--- src/rtl/fb_cmd_sequencer_pkg.sv ---
// Shared definitions for the framebuffer command sequencer: FSM encoding,
// Y offset width and target mask bit positions.
package fb_cmd_sequencer_pkg;

  typedef enum logic [2:0] {
    ST_IDLE      = 3'd0,
    ST_DRAIN     = 3'd1,
    ST_ISSUE     = 3'd2,
    ST_WAIT_ACK  = 3'd3,
    ST_WAIT_DONE = 3'd4
  } state_t;

  localparam int Y_OFFSET_WIDTH = 12;

  localparam int TGT_COLOR = 0;
  localparam int TGT_DEPTH = 1;
  localparam int TGT_WIDTH = 2;

endpackage

--- src/rtl/fb_cmd_sequencer_apply.sv ---
// Per-framebuffer apply pulse generator; tracks the applied falling edge (ack)
// and reports done once the framebuffer is idle again.
module fb_apply_tracker (
  input  logic clk,
  input  logic reset,
  input  logic target,
  input  logic issue,
  input  logic wait_ack,
  input  logic applied,
  output logic apply,
  output logic acked,
  output logic done
);

  logic ack_r;

  // Latch that the framebuffer has dropped applied since the last issue.
  always_ff @(posedge clk) begin
    if (reset) begin
      ack_r <= 1'b0;
    end else if (issue) begin
      ack_r <= 1'b0;
    end else if (wait_ack && !applied) begin
      ack_r <= 1'b1;
    end
  end

  // Apply is a single-cycle pulse: a level apply would re-trigger the framebuffer.
  assign apply = target & issue;
  assign acked = ~target | ack_r | (wait_ack & ~applied);
  assign done  = ~target | applied;

endmodule

--- src/rtl/fb_cmd_sequencer.sv ---
// Framebuffer command sequencer: accepts one command, drains the fragment
// pipeline, pulses apply to the targeted framebuffers and waits for completion.
module fb_cmd_sequencer
  import fb_cmd_sequencer_pkg::*;
#(
  parameter int PIXEL_WIDTH = 16,
  parameter int DEPTH_WIDTH = 16,
  parameter int ACK_TIMEOUT = 15
) (
  input  logic                      clk,
  input  logic                      reset,
  input  logic                      s_cmd_valid,
  output logic                      s_cmd_ready,
  input  logic                      s_cmd_commit,
  input  logic                      s_cmd_color_memset,
  input  logic                      s_cmd_depth_memset,
  input  logic [PIXEL_WIDTH-1:0]    s_cmd_clear_color,
  input  logic [DEPTH_WIDTH-1:0]    s_cmd_clear_depth,
  input  logic [Y_OFFSET_WIDTH-1:0] s_cmd_y_offset,
  input  logic                      pipeline_idle,
  output logic                      frag_stall,
  output logic                      color_apply,
  input  logic                      color_applied,
  output logic                      color_cmd_commit,
  output logic                      color_cmd_memset,
  output logic [PIXEL_WIDTH-1:0]    color_clear,
  output logic                      depth_apply,
  input  logic                      depth_applied,
  output logic                      depth_cmd_memset,
  output logic [DEPTH_WIDTH-1:0]    depth_clear,
  output logic [Y_OFFSET_WIDTH-1:0] conf_y_offset,
  output logic                      busy,
  output logic                      err_timeout
);

  localparam int CNT_W = $clog2(ACK_TIMEOUT + 1);

  state_t                  state_r, state_next;
  logic [TGT_WIDTH-1:0]    tgt_r;
  logic [CNT_W-1:0]        ack_cnt_r;
  logic                    accept_s, timeout_s;
  logic                    issue_s, wait_ack_s;
  logic                    color_acked, color_done, depth_acked, depth_done;

  assign accept_s   = (state_r == ST_IDLE) && s_cmd_valid;
  assign issue_s    = (state_r == ST_ISSUE);
  assign wait_ack_s = (state_r == ST_WAIT_ACK);

  // State register.
  always_ff @(posedge clk) begin
    if (reset) begin
      state_r <= ST_IDLE;
    end else begin
      state_r <= state_next;
    end
  end

  // Next-state logic.
  always_comb begin
    state_next = state_r;
    timeout_s  = 1'b0;
    case (state_r)
      ST_IDLE: begin
        if (s_cmd_valid) state_next = ST_DRAIN;
      end
      ST_DRAIN: begin
        if (pipeline_idle) state_next = (tgt_r == '0) ? ST_IDLE : ST_ISSUE;
      end
      ST_ISSUE: begin
        state_next = ST_WAIT_ACK;
      end
      ST_WAIT_ACK: begin
        if (color_acked && depth_acked) begin
          state_next = ST_WAIT_DONE;
        end else if (ack_cnt_r + CNT_W'(1) == CNT_W'(ACK_TIMEOUT)) begin
          timeout_s  = 1'b1;
          state_next = ST_IDLE;
        end
      end
      ST_WAIT_DONE: begin
        if (color_done && depth_done) state_next = ST_IDLE;
      end
      default: state_next = ST_IDLE;
    endcase
  end

  // Command fields are captured once and held until the next acceptance.
  always_ff @(posedge clk) begin
    if (reset) begin
      tgt_r            <= '0;
      color_cmd_commit <= 1'b0;
      color_cmd_memset <= 1'b0;
      depth_cmd_memset <= 1'b0;
      color_clear      <= '0;
      depth_clear      <= '0;
      conf_y_offset    <= '0;
    end else if (accept_s) begin
      tgt_r[TGT_COLOR] <= s_cmd_commit | s_cmd_color_memset;
      tgt_r[TGT_DEPTH] <= s_cmd_depth_memset;
      color_cmd_commit <= s_cmd_commit;
      color_cmd_memset <= s_cmd_color_memset;
      depth_cmd_memset <= s_cmd_depth_memset;
      color_clear      <= s_cmd_clear_color;
      depth_clear      <= s_cmd_clear_depth;
      conf_y_offset    <= s_cmd_y_offset;
    end
  end

  // Ack timeout counter and sticky error flag.
  always_ff @(posedge clk) begin
    if (reset) begin
      ack_cnt_r   <= '0;
      err_timeout <= 1'b0;
    end else begin
      if (issue_s) begin
        ack_cnt_r <= '0;
      end else if (wait_ack_s) begin
        ack_cnt_r <= ack_cnt_r + CNT_W'(1);
      end
      if (timeout_s) err_timeout <= 1'b1;
    end
  end

  fb_apply_tracker u_color (
    .clk      (clk),
    .reset    (reset),
    .target   (tgt_r[TGT_COLOR]),
    .issue    (issue_s),
    .wait_ack (wait_ack_s),
    .applied  (color_applied),
    .apply    (color_apply),
    .acked    (color_acked),
    .done     (color_done)
  );

  fb_apply_tracker u_depth (
    .clk      (clk),
    .reset    (reset),
    .target   (tgt_r[TGT_DEPTH]),
    .issue    (issue_s),
    .wait_ack (wait_ack_s),
    .applied  (depth_applied),
    .apply    (depth_apply),
    .acked    (depth_acked),
    .done     (depth_done)
  );

  assign s_cmd_ready = (state_r == ST_IDLE);
  assign busy        = (state_r != ST_IDLE);
  assign frag_stall  = (state_r != ST_IDLE);

endmodule

--- config.mk ---
export PLATFORM = sky130hd
export DESIGN_NAME = fb_cmd_sequencer
export DESIGN_NICKNAME = d
export VERILOG_FILES = /design/src/rtl/fb_cmd_sequencer_pkg.sv /design/src/rtl/fb_cmd_sequencer_apply.sv /design/src/rtl/fb_cmd_sequencer.sv
export SDC_FILE = /design/constraint.sdc
export NUM_CORES = 1
export LEC_CHECK = 0
export ABC_AREA = 1
export CORE_AREA = 2 2 127 67
export DETAILED_ROUTE_END_ITERATION = 7
export DIE_AREA = 0 0 129 69
export SLEW_MARGIN = 25
export SYNTH_ARGS = -nofsm -noshare
export SYNTH_HDL_FRONTEND = slang
export SYNTH_SLANG_ARGS = --single-unit
--- constraint.sdc ---
create_clock -name clk -period 1.4 [get_ports clk]
set_input_delay 0.42 -clock clk [delete_from_list [all_inputs] [get_ports clk]]
set_output_delay 0.42 -clock clk [all_outputs]
set_load 0.01 [all_outputs]
# == Word-level counts from Yosys, hierarchy flattened ==
# Cells that the tools add are included.
# Widths: inputs -> output; s select.
# word_totals
wordCells,59
input_bits,53
out_inout_bits,53
register_bits,59
# op_classes
reduce_logical,12
add_sub_neg,1
n_eq_ne,9
n_bitwise,15
n_mux,10
# ops
op,n
$mux 3,5
$pmux 3 s5,1
$or 1x1->1,7
$eq 3x2->1 const B,2
$ne 2x2->1 const B,3
$logic_and 1x1->1,5
$add 4x1->4 const B,1
$and 1x1->1,4
$eq 4x4->1 const B,1
$not 1->1,4
$reduce_and 4->1,1
$eq 3x1->1 const B,1
$eq 3x3->1 const B,1
$logic_not 3->1,1
$mux 1,3
$ne 3x3->1 const B,1
$reduce_bool 3->1,1
$logic_not 1->1,2
$logic_not 2->1,1
$mux 2,1
$reduce_or 2->1,1

# == Longest topological paths before layout ==
# Gate-level depths: netlist (run 1).
# logic_depth
depth_word,6
ltp_mapped,11
ltp_nobuf,11

# == Modules after synthesis ==
# From an unflattened synthesis (run 1), not the netlist that was laid out.
# unflattened
hier_cells,308
area_unflattened_um2,2344.7
# by_module_without_submodules
module,area_per_inst_um2,n_inst,seq_area_each_um2,cells_each
fb_cmd_sequencer,2204.6,1,1121.1,284
fb_apply_tracker,70.1,2,20.0,12

# == Worst setup path after synthesis (run 1) ==
# No wires, ideal clock.
# synth_timing
kind,reg2reg
start,register state_r[2]
end,register color_clear[10]
setup_time_ns,0.116
stages_incl_launch_ff,9
arrival_time_ns,1.116
path_buffers,2
period_less_slack_ns,1.232
path_slack_ns,0.168
required_ns,1.284
cell_sequence,dfxtp_1 nor2_2 nand2_2 nor2_2 inv_2 buf_6 buf_6 nor2_1 nor2_1
# synth_via
elab_chain_cells,2
# synth_lines
element,line_no,source
"start, declared",fb_cmd_sequencer.sv:38,"state_t state_r, state_next;"
"start signal, assigned",fb_cmd_sequencer.sv:54,state_r <= state_next;
$logic_not 3->1,fb_cmd_sequencer.sv:45,assign accept_s = (state_r == ST_IDLE) && s_cmd_valid;
$logic_and 1x1->1,fb_cmd_sequencer.sv:45,
"end signal, assigned",fb_cmd_sequencer.sv:103,color_clear <= s_cmd_clear_color;
"end, declared",fb_cmd_sequencer.sv:26,"output logic [PIXEL_WIDTH-1:0] color_clear,"
# Every way passes these cells.
# A chain may end at the register's enable or synchronous reset.

# == Worst setup path in the final report (run 1) ==
# layout_timing
start,register state_r[0]
end,output s_cmd_ready
# layout_via
elab_chain_cells,1
# layout_lines
element,line_no,source
$logic_not 3->1,fb_cmd_sequencer.sv:148,assign s_cmd_ready = (state_r == ST_IDLE);
"end, declared",fb_cmd_sequencer.sv:13,"output logic s_cmd_ready,"
# Every way passes these cells.

==> run summary, run 1 <==
The run finished, with violations left. The final reports fail on negative setup slack. The actual slew at the worst max-slew pin came out at 235 ps.

The highest ir drop seen on vdd is 720 uV. The top fanout value on the critical path came out at 3. The register-to-register path setup slack came out at -110 ps. The endpoint kind of the worst setup timing path is an output pin. The final total power is 7.74 mW. The synthesized instance count came out at 302. The cell type contributing the most total cell area after synthesis is sky130_fd_sc_hd__dfxtp_1. The final worst slack came out at -141 ps. The share of total power dissipated in the clock network is 0.287.

The time the worst path needs with I/O delays and setup is 1540 ps. The total count of max-transition violations in the final report is 0. The H-tree depth is 3. The tightest min-delay check is of the reg -> reg type. The number of antenna violations at the first check in global routing was 0. The number of design rule violations left after detail routing came out at 0. The HPWL after detailed placement came out at 4840 um. The number of placement rows is 23. The signal on the critical path passes through nor2_4, nand2_4, buf_6, inv_2, buf_6. Summed over all layers, the routed wires come to 7550 um. The diode insertion count for antenna repair came out at 0. The number of distinct library cell variants in the gate-level netlist after synthesis is 23. The critical path data arrival time came out at 1120 ps. The number of cells on the worst reg-to-reg path is 10. The capturing point of the worst reg2reg path is conf_y_offset[9]. The die outline area is 8900 um^2.

The final instance area came out at 4320 um^2. The maximum count of clock buffers along a single path is 2. In this run the most critical hold path is launched from u_depth.ack_r. The utilization after layout came out at 0.553. The via-per-instance ratio came out at 4.29. The critical path's largest stage delay came out at 330 ps. The number of CTS-inserted buffers is 9.

The share of synthesized flip-flops with an asynchronous set or reset is 0. The leftover overflow at the end of global routing came out at 0. After the flow finishes, the layout carries non-filler instances totaling 563. The worst setup path is launched from a register. The number of storage elements in the synthesis netlist came out at 58. The power density of the placed cells is 1790 nW/um^2. During synthesis, Yosys emitted a total of 0 warnings. Data on the critical path is required at its endpoint by 980 ps. The first-pass iteration count of the detailed router is 4.

The number of clock sinks seen by CTS is 58. The static leakage power is 2.00 nW. The net count reported at finish came out at 502.

The analysis attributes to net switching a power of 2.42 mW. Sorting the synthesized cells by area gives the leading types as sky130_fd_sc_hd__dfxtp_1, sky130_fd_sc_hd__nor2_1, sky130_fd_sc_hd__o21ai_0. The antenna violation net count after detailed routing came out at 0. For this run, the top clock speed supported by timing is 649 MHz. The maximum number of pins on one net before global-route repair is 19. The slowest stage of the critical path is the sky130_fd_sc_hd__dfxtp_2 cell. The relative contribution of combinational cells to total power came out at 0.421. The fraction of power consumed by sequential logic is 0.292. The kind of cell adding the most delay to the critical path is flip-flops. The routability-driven placement congestion ratio came out at 0.774. The y dimension of the die is 69 um.

The boundary pin count came out at 106. The via count of the first global-routing pass is 2356. The reported max-cap violation count is 0. The leading cell type by number of instances after synthesis is sky130_fd_sc_hd__nor2_1. The fraction of power spent switching nets came out at 0.313. The instance count along the most critical hold path came out at 2. The relative slew slack came out at 0.842. The final setup violation count came out at 41. When the netlist entered floorplanning its net count stood at 357.

In this run the critical register-to-register path is launched from state_r[0]. Clock latency on the worst-skew pair, taken at its later pin, is 320 ps. A synthesized cell averages 7.55 um^2. Across the routed clock network, the largest skew measured is 5.94 ps.

The region available for standard cell placement spans 7800 um^2. The number of port buffers came out at 105. The area added between synthesis and finish came out at 89.2%. The leading register cell type out of synthesis is sky130_fd_sc_hd__dfxtp_1. The final critical-path share of the clock period came out at 1.10.

In this run the worst setup path begins at state_r[0]. The wire length of the first global-routing pass came out at 12200 um. The initial core utilization is 0.292. For this run, the total global-route usage over all layers was measured as 0.178. The top-area cell type share of the netlist area is 0.509. The cts-stage hold buffer count came out at 0. In the final routed layout, each cell accounts on average for 13.4 um.

The number of enable flip-flop cells after synthesis is 0. The sequential cell area fraction in the yosys report is 0.509. Setup repair after global routing could not meet its margin everywhere. The most prevalent standard cell on the critical path is sky130_fd_sc_hd__buf_6. The post-CTS clock slew at the launch and capture registers of the worst setup and hold paths is 50 ps. The root buffer cell chosen for the clock tree is sky130_fd_sc_hd__clkbuf_16. The final hold violation count is 0. The die outline width is 129 um. Cell internal power was estimated by the tool at 5.32 mW.

The placed cell count came out at 530. After the first detailed-routing iteration, the DRC count stood at 93. The worst hold path terminates at u_depth.ack_r. The placement-stage worst setup slack is -307 ps. The proportion of layout cells with a drive suffix above 1 is 0.262. After detailed placement, the total cell area comes to 3590 um^2. Counting instances in the post-synthesis netlist gives the leading cell types as sky130_fd_sc_hd__nor2_1, sky130_fd_sc_hd__dfxtp_1, sky130_fd_sc_hd__o21ai_0, sky130_fd_sc_hd__nand2_1, sky130_fd_sc_hd__inv_1. Across all layers, the routed design uses 2416 vias. The TritonCTS clock tree is done. The synthesized cell area came out at 2280 um^2. The type of the worst setup path is reg -> out. The number of buffer and inverter stages on the critical path is 3.
## through the flow
stage / hold WS [ps] / setup TNS [ps]
3_3_place_gp: 440 / -14610
2_1_floorplan: 430 / 0
6_report: 448 / -2470
4_1_cts: 449 / -2140
3_5_place_dp: 442 / -15160
5_1_grt: 474 / -6470
## per-layer routing
layer,GRT usage,share of wire
met2,0.252,0.42
met5,0,0
met1,0.239,0.48
met4,0.0616,0.0081
met3,0.0800,0.095
## timing repair
item,in CTS,in global routing
setup buffers,13,2
resized for setup,143,38
pin swaps,14,9
endpoints found under the setup margin,101,67
gates cloned,6,0
## worst reg2reg max path: cells and delay by family, from the launching register on
| kind | cells | cell delay (ps) |
|---|---|---|
| and+or+nand+nor | 4 | 490 |
| buffers and inverters | 5 | 580 |
| DFF | 1 | 330 |
| AOI/OAI and AO/OA | 1 | 60 |
## registers in the layout, summed over array words and instances, names as in the netlist
| name | flops |
|---|---|
| ack_cnt_r | 4 |
| u_color.ack_r | 1 |
| color_cmd_commit | 1 |
| color_cmd_memset | 1 |
| depth_cmd_memset | 1 |
| state_r | 3 |
| tgt_r | 1 |
| u_depth.ack_r | 1 |
| conf_y_offset | 12 |
| err_timeout | 1 |
| color_clear | 16 |
| depth_clear | 16 |
## how the worst max path moves through the flow
stage / end / slack, ps / cells after the start
after floorplan: color_clear[10] / 170 / 8
after global placement: depth_clear[11] / -280 / 6
after detailed placement: depth_clear[7] / -310 / 7
after CTS: depth_apply / -160 / 5
after global routing: depth_apply / -220 / 5
final: s_cmd_ready / -140 / 5
## final cells by class
type / instances / area [um^2]
clock buffers: 13 / 270
inverters: 23 / 91.3
repair buffers: 151 / 1570
multi-input cells: 204 / 1050
flip-flops and latches: 58 / 1170
well taps: 112 / 140
clock inverters: 2 / 35.0
fillers: 752 / 3480
## cells in the final DEF (no fill, tap or decap), types with 3 or more instances in the layout
cell | netlist | layout
sky130_fd_sc_hd__buf_16 | 0 | 6
sky130_fd_sc_hd__nand3_1 | 3 | 3
sky130_fd_sc_hd__nor2_2 | 3 | 15
sky130_fd_sc_hd__nand2_2 | 4 | 5
sky130_fd_sc_hd__nand2_4 | 1 | 6
sky130_fd_sc_hd__buf_12 | 0 | 8
sky130_fd_sc_hd__nand2_1 | 25 | 19
sky130_fd_sc_hd__o21ai_0 | 48 | 21
sky130_fd_sc_hd__dfxtp_2 | 0 | 4
sky130_fd_sc_hd__clkbuf_2 | 0 | 4
sky130_fd_sc_hd__a21oi_1 | 9 | 7
sky130_fd_sc_hd__buf_2 | 1 | 3
sky130_fd_sc_hd__buf_6 | 7 | 6
sky130_fd_sc_hd__clkdlybuf4s15_1 | 0 | 6
sky130_fd_sc_hd__clkbuf_8 | 0 | 3
sky130_fd_sc_hd__clkbuf_16 | 0 | 9
sky130_fd_sc_hd__nor2_1 | 100 | 84
sky130_fd_sc_hd__nor2_4 | 0 | 4
sky130_fd_sc_hd__o21ai_1 | 1 | 21
sky130_fd_sc_hd__inv_1 | 21 | 20
sky130_fd_sc_hd__dlygate4sd2_1 | 0 | 37
sky130_fd_sc_hd__dfxtp_1 | 58 | 54
sky130_fd_sc_hd__o21ai_2 | 0 | 7
sky130_fd_sc_hd__clkdlybuf4s50_1 | 0 | 52
sky130_fd_sc_hd__buf_4 | 2 | 27
## cells by family (layout without fill, tap and decap cells)
group | Yosys count | in the layout | share of synthesized area
adder cells (fa/ha/maj) | 2 | 2 | 0.0110
AND/OR/NAND/NOR | 141 | 141 | 0.251
flip-flops | 58 | 58 | 0.509
AO/OA/AOI/OAI | 61 | 61 | 0.137
buffers and inverters | 40 | 189 | 0.0927
## power by group through the flow
| stage | combinational (mW) | clock, mW | sequential, mW |
|---|---|---|---|
| after detailed placement | 2.43 | 0 | 2.26 |
| final | 3.26 | 2.22 | 2.26 |
| after global routing | 3.54 | 2.37 | 2.30 |
| after floorplan | 0.970 | 0 | 2.40 |
| after global placement | 2.41 | 0 | 2.25 |
| after CTS | 3.18 | 2.28 | 2.25 |
Note: power is estimated with default switching activity, not from simulation.
==> run 2: changes to the inputs <==
--- a/config.mk
+++ b/config.mk
@@ -9,6 +9,7 @@
 export CORE_AREA = 2 2 127 67
 export DETAILED_ROUTE_END_ITERATION = 7
 export DIE_AREA = 0 0 129 69
+export PLACE_DENSITY = 0.73
 export SLEW_MARGIN = 25
 export SYNTH_ARGS = -nofsm -noshare
 export SYNTH_HDL_FRONTEND = slang
==> run summary, run 2 (synthesis results as in run 1) <==
Setup repair after global routing could not meet its margin everywhere. The final hold slack came out at 452 ps. The worst hold path was traced through 2 stages. The internal power consumption came out at 4.78 mW.

Across all setup checks in the final design, the least slack found is -112 ps. The area added between synthesis and finish is 80.6%. For hold timing, the worst endpoint is u_depth.ack_r. The final hold violation count is 0. Summed over all layers, the routed wires come to 7130 um. Of the total power, registers draw 0.319. Once placement completed, the tool counted placed cells totaling 530. Dividing the detail-routed via count by the number of cells gives 4.30. The worst min-delay path startpoint is u_depth.ack_r. The standard cell core area came out at 7800 um^2. Setup violations remaining at the end of the flow were counted as 54.

The top cell types in the final layout, fill and taps aside, are sky130_fd_sc_hd__nor2_1, sky130_fd_sc_hd__dfxtp_1, sky130_fd_sc_hd__clkdlybuf4s50_1. Power comes to 7.02 mW. The floorplan has 23 rows.

The count of fill cells added during filler insertion came out at 741. The category of the worst setup path launch point is a register. The total count of max-transition violations in the final report is 0.

The cell sitting at the root of the clock tree is a sky130_fd_sc_hd__clkbuf_16. TritonCTS built the clock tree. The relative slew slack is 0.845. The share of total power dissipated in the clock network is 0.289.

Before antenna repair, the detailed router went through 4 iterations. The number of DRC markers after the initial detailed-route iteration came out at 112. The y dimension of the die came out at 69 um. The number of standard cells in the layout, taps in and fillers out came out at 562. The leftover overflow at the end of global routing is 0. The relative contribution of combinational cells to total power is 0.392. The worst register-to-register path begins at state_r[2]. The clock latency reported for the late side of the worst-skew pair is 310 ps. The number of vias after detailed routing came out at 2418. The highest ir drop seen on vdd came out at 630 uV. The top fanout value on the critical path came out at 4. The type of the worst setup path is reg -> out. The number of design rule violations left after detail routing is 0. The die outline width came out at 129 um. The final routed wire length divided by cell count is 12.7 um. The final critical-path share of the clock period came out at 1.08.

The actual slew at the worst max-slew pin is 232 ps. The final layout contains 500 nets. The number of cells on the worst reg-to-reg path came out at 11. The boundary pin count is 106. At the end of the flow the core is filled with cells to 0.528. The number of port buffers came out at 105. The aggregate global-route resource usage came out at 0.155. The number of clock buffers added by TritonCTS is 9.

The static leakage power came out at 1.95 nW. The antenna violation net count after detailed routing came out at 0. The highest clock rate is 661 MHz. The number of antenna violations at the first check in global routing is 0. The checks that failed: negative setup slack. The proportion of layout cells with a drive suffix above 1 came out at 0.213. The power density of the placed cells came out at 1700 nW/um^2. The required time at the endpoint of the critical path is 980 ps.

The number of clock sinks seen by CTS is 58. STA classifies the critical path endpoint as an output pin. The initial utilization of the core area, before any placement, comes to 0.292. The register-to-register path setup slack is -110 ps. The post-CTS clock slew at the launch and capture registers of the worst setup and hold paths is 50 ps.

The maximum number of pins on one net before global-route repair came out at 27. The number of antenna diodes in the final layout is 0. The placement-stage worst setup slack is -312 ps. The run finished, with violations left. The critical path data arrival time came out at 1090 ps. The H-tree depth came out at 3. Of the total power, the share spent switching nets is 0.319. The congestion estimate from routability-driven global placement came to 0.814. Leaving out fill and tap cells, the most frequent cell in the layout is sky130_fd_sc_hd__nor2_1.

The longest clock path from root to sink contains 2 buffers. The worst register-to-register path ends at ack_cnt_r[3]. Max-cap violations in this run came to 0. The setup clock skew after layout is 4.38 ps.

The tightest min-delay check is of the reg -> reg type. The HPWL after detailed placement is 4830 um. The routed design could run at a clock period as short as 1510 ps.

The die outline area is 8900 um^2. The reported net switching power came out at 2.24 mW. The wire length of the first global-routing pass is 10900 um.

The largest registers in the layout are color_clear: 16 flops, depth_clear: 16 flops, conf_y_offset: 12 flops. The via count of the first global-routing pass came out at 2342.
[run 2: worst max-delay path by stage]
stage / from / end / slack [ps] / cells past startpoint
global placement: s_cmd_valid / depth_clear[11] / -270 / 7
finish: state_r[2] / depth_apply / -110 / 4
CTS: state_r[1] / depth_apply / -160 / 5
floorplan: state_r[2] / color_clear[10] / 170 / 8
global route: state_r[1] / ack_cnt_r[3] / -190 / 12
detailed placement: s_cmd_valid / depth_clear[8] / -310 / 6
[run 2: worst max-delay path: stages, from the launching register on]
cell and delay (ps):
sky130_fd_sc_hd__dfxtp_2 340, sky130_fd_sc_hd__nor2_2 120, sky130_fd_sc_hd__nand2_2 80, sky130_fd_sc_hd__nor2_1 100
sky130_fd_sc_hd__buf_2 130
[run 2: routing by layer]
metal / up-vias / global-route usage / routed length [um]
met5: - / 0 / 0
met4: 0 / 0.0362 / 18
met3: 4 / 0.0807 / 533
met2: 84 / 0.230 / 3160
met1: 1087 / 0.199 / 3420
li1: 1243 / - / -
[run 2: what timing repair did]
action	CTS	global route
gates cloned	0	3
buffers inserted	8	7
resized for setup	90	42
endpoints found under the setup margin	54	63
pin swaps	6	16
hold endpoints to repair	0	0
hold buffers	0	0
[run 2: cell type report]
class                      count  area [um^2]  share of cell area
tap                          112          140              0.0340
timing repair buffer         149         1440               0.349
clock inverter                 2         10.0             0.00243
clock buffer                  14          274              0.0665
multi-input combinational    204          997               0.242
sequential                    58         1170               0.284
inverter                      23         91.3              0.0222
[run 2: power by group through the flow]
stage | Sequential, mW | Combinational [mW] | Clock (mW)
floorplan | 2.40 | 0.970 | 0
global placement | 2.24 | 2.37 | 0
detailed placement | 2.25 | 2.40 | 0
CTS | 2.23 | 2.39 | 2.08
global route | 2.29 | 3.00 | 2.18
finish | 2.24 | 2.75 | 2.03
[run 2: through the flow]
stage	setup TNS [ps]	cell area, um^2
2_1_floorplan	0	2280
3_3_place_gp	-13800	3590
3_5_place_dp	-15430	3590
4_1_cts	-648	3910
5_1_grt	-6650	4120
6_report	-2280	4120
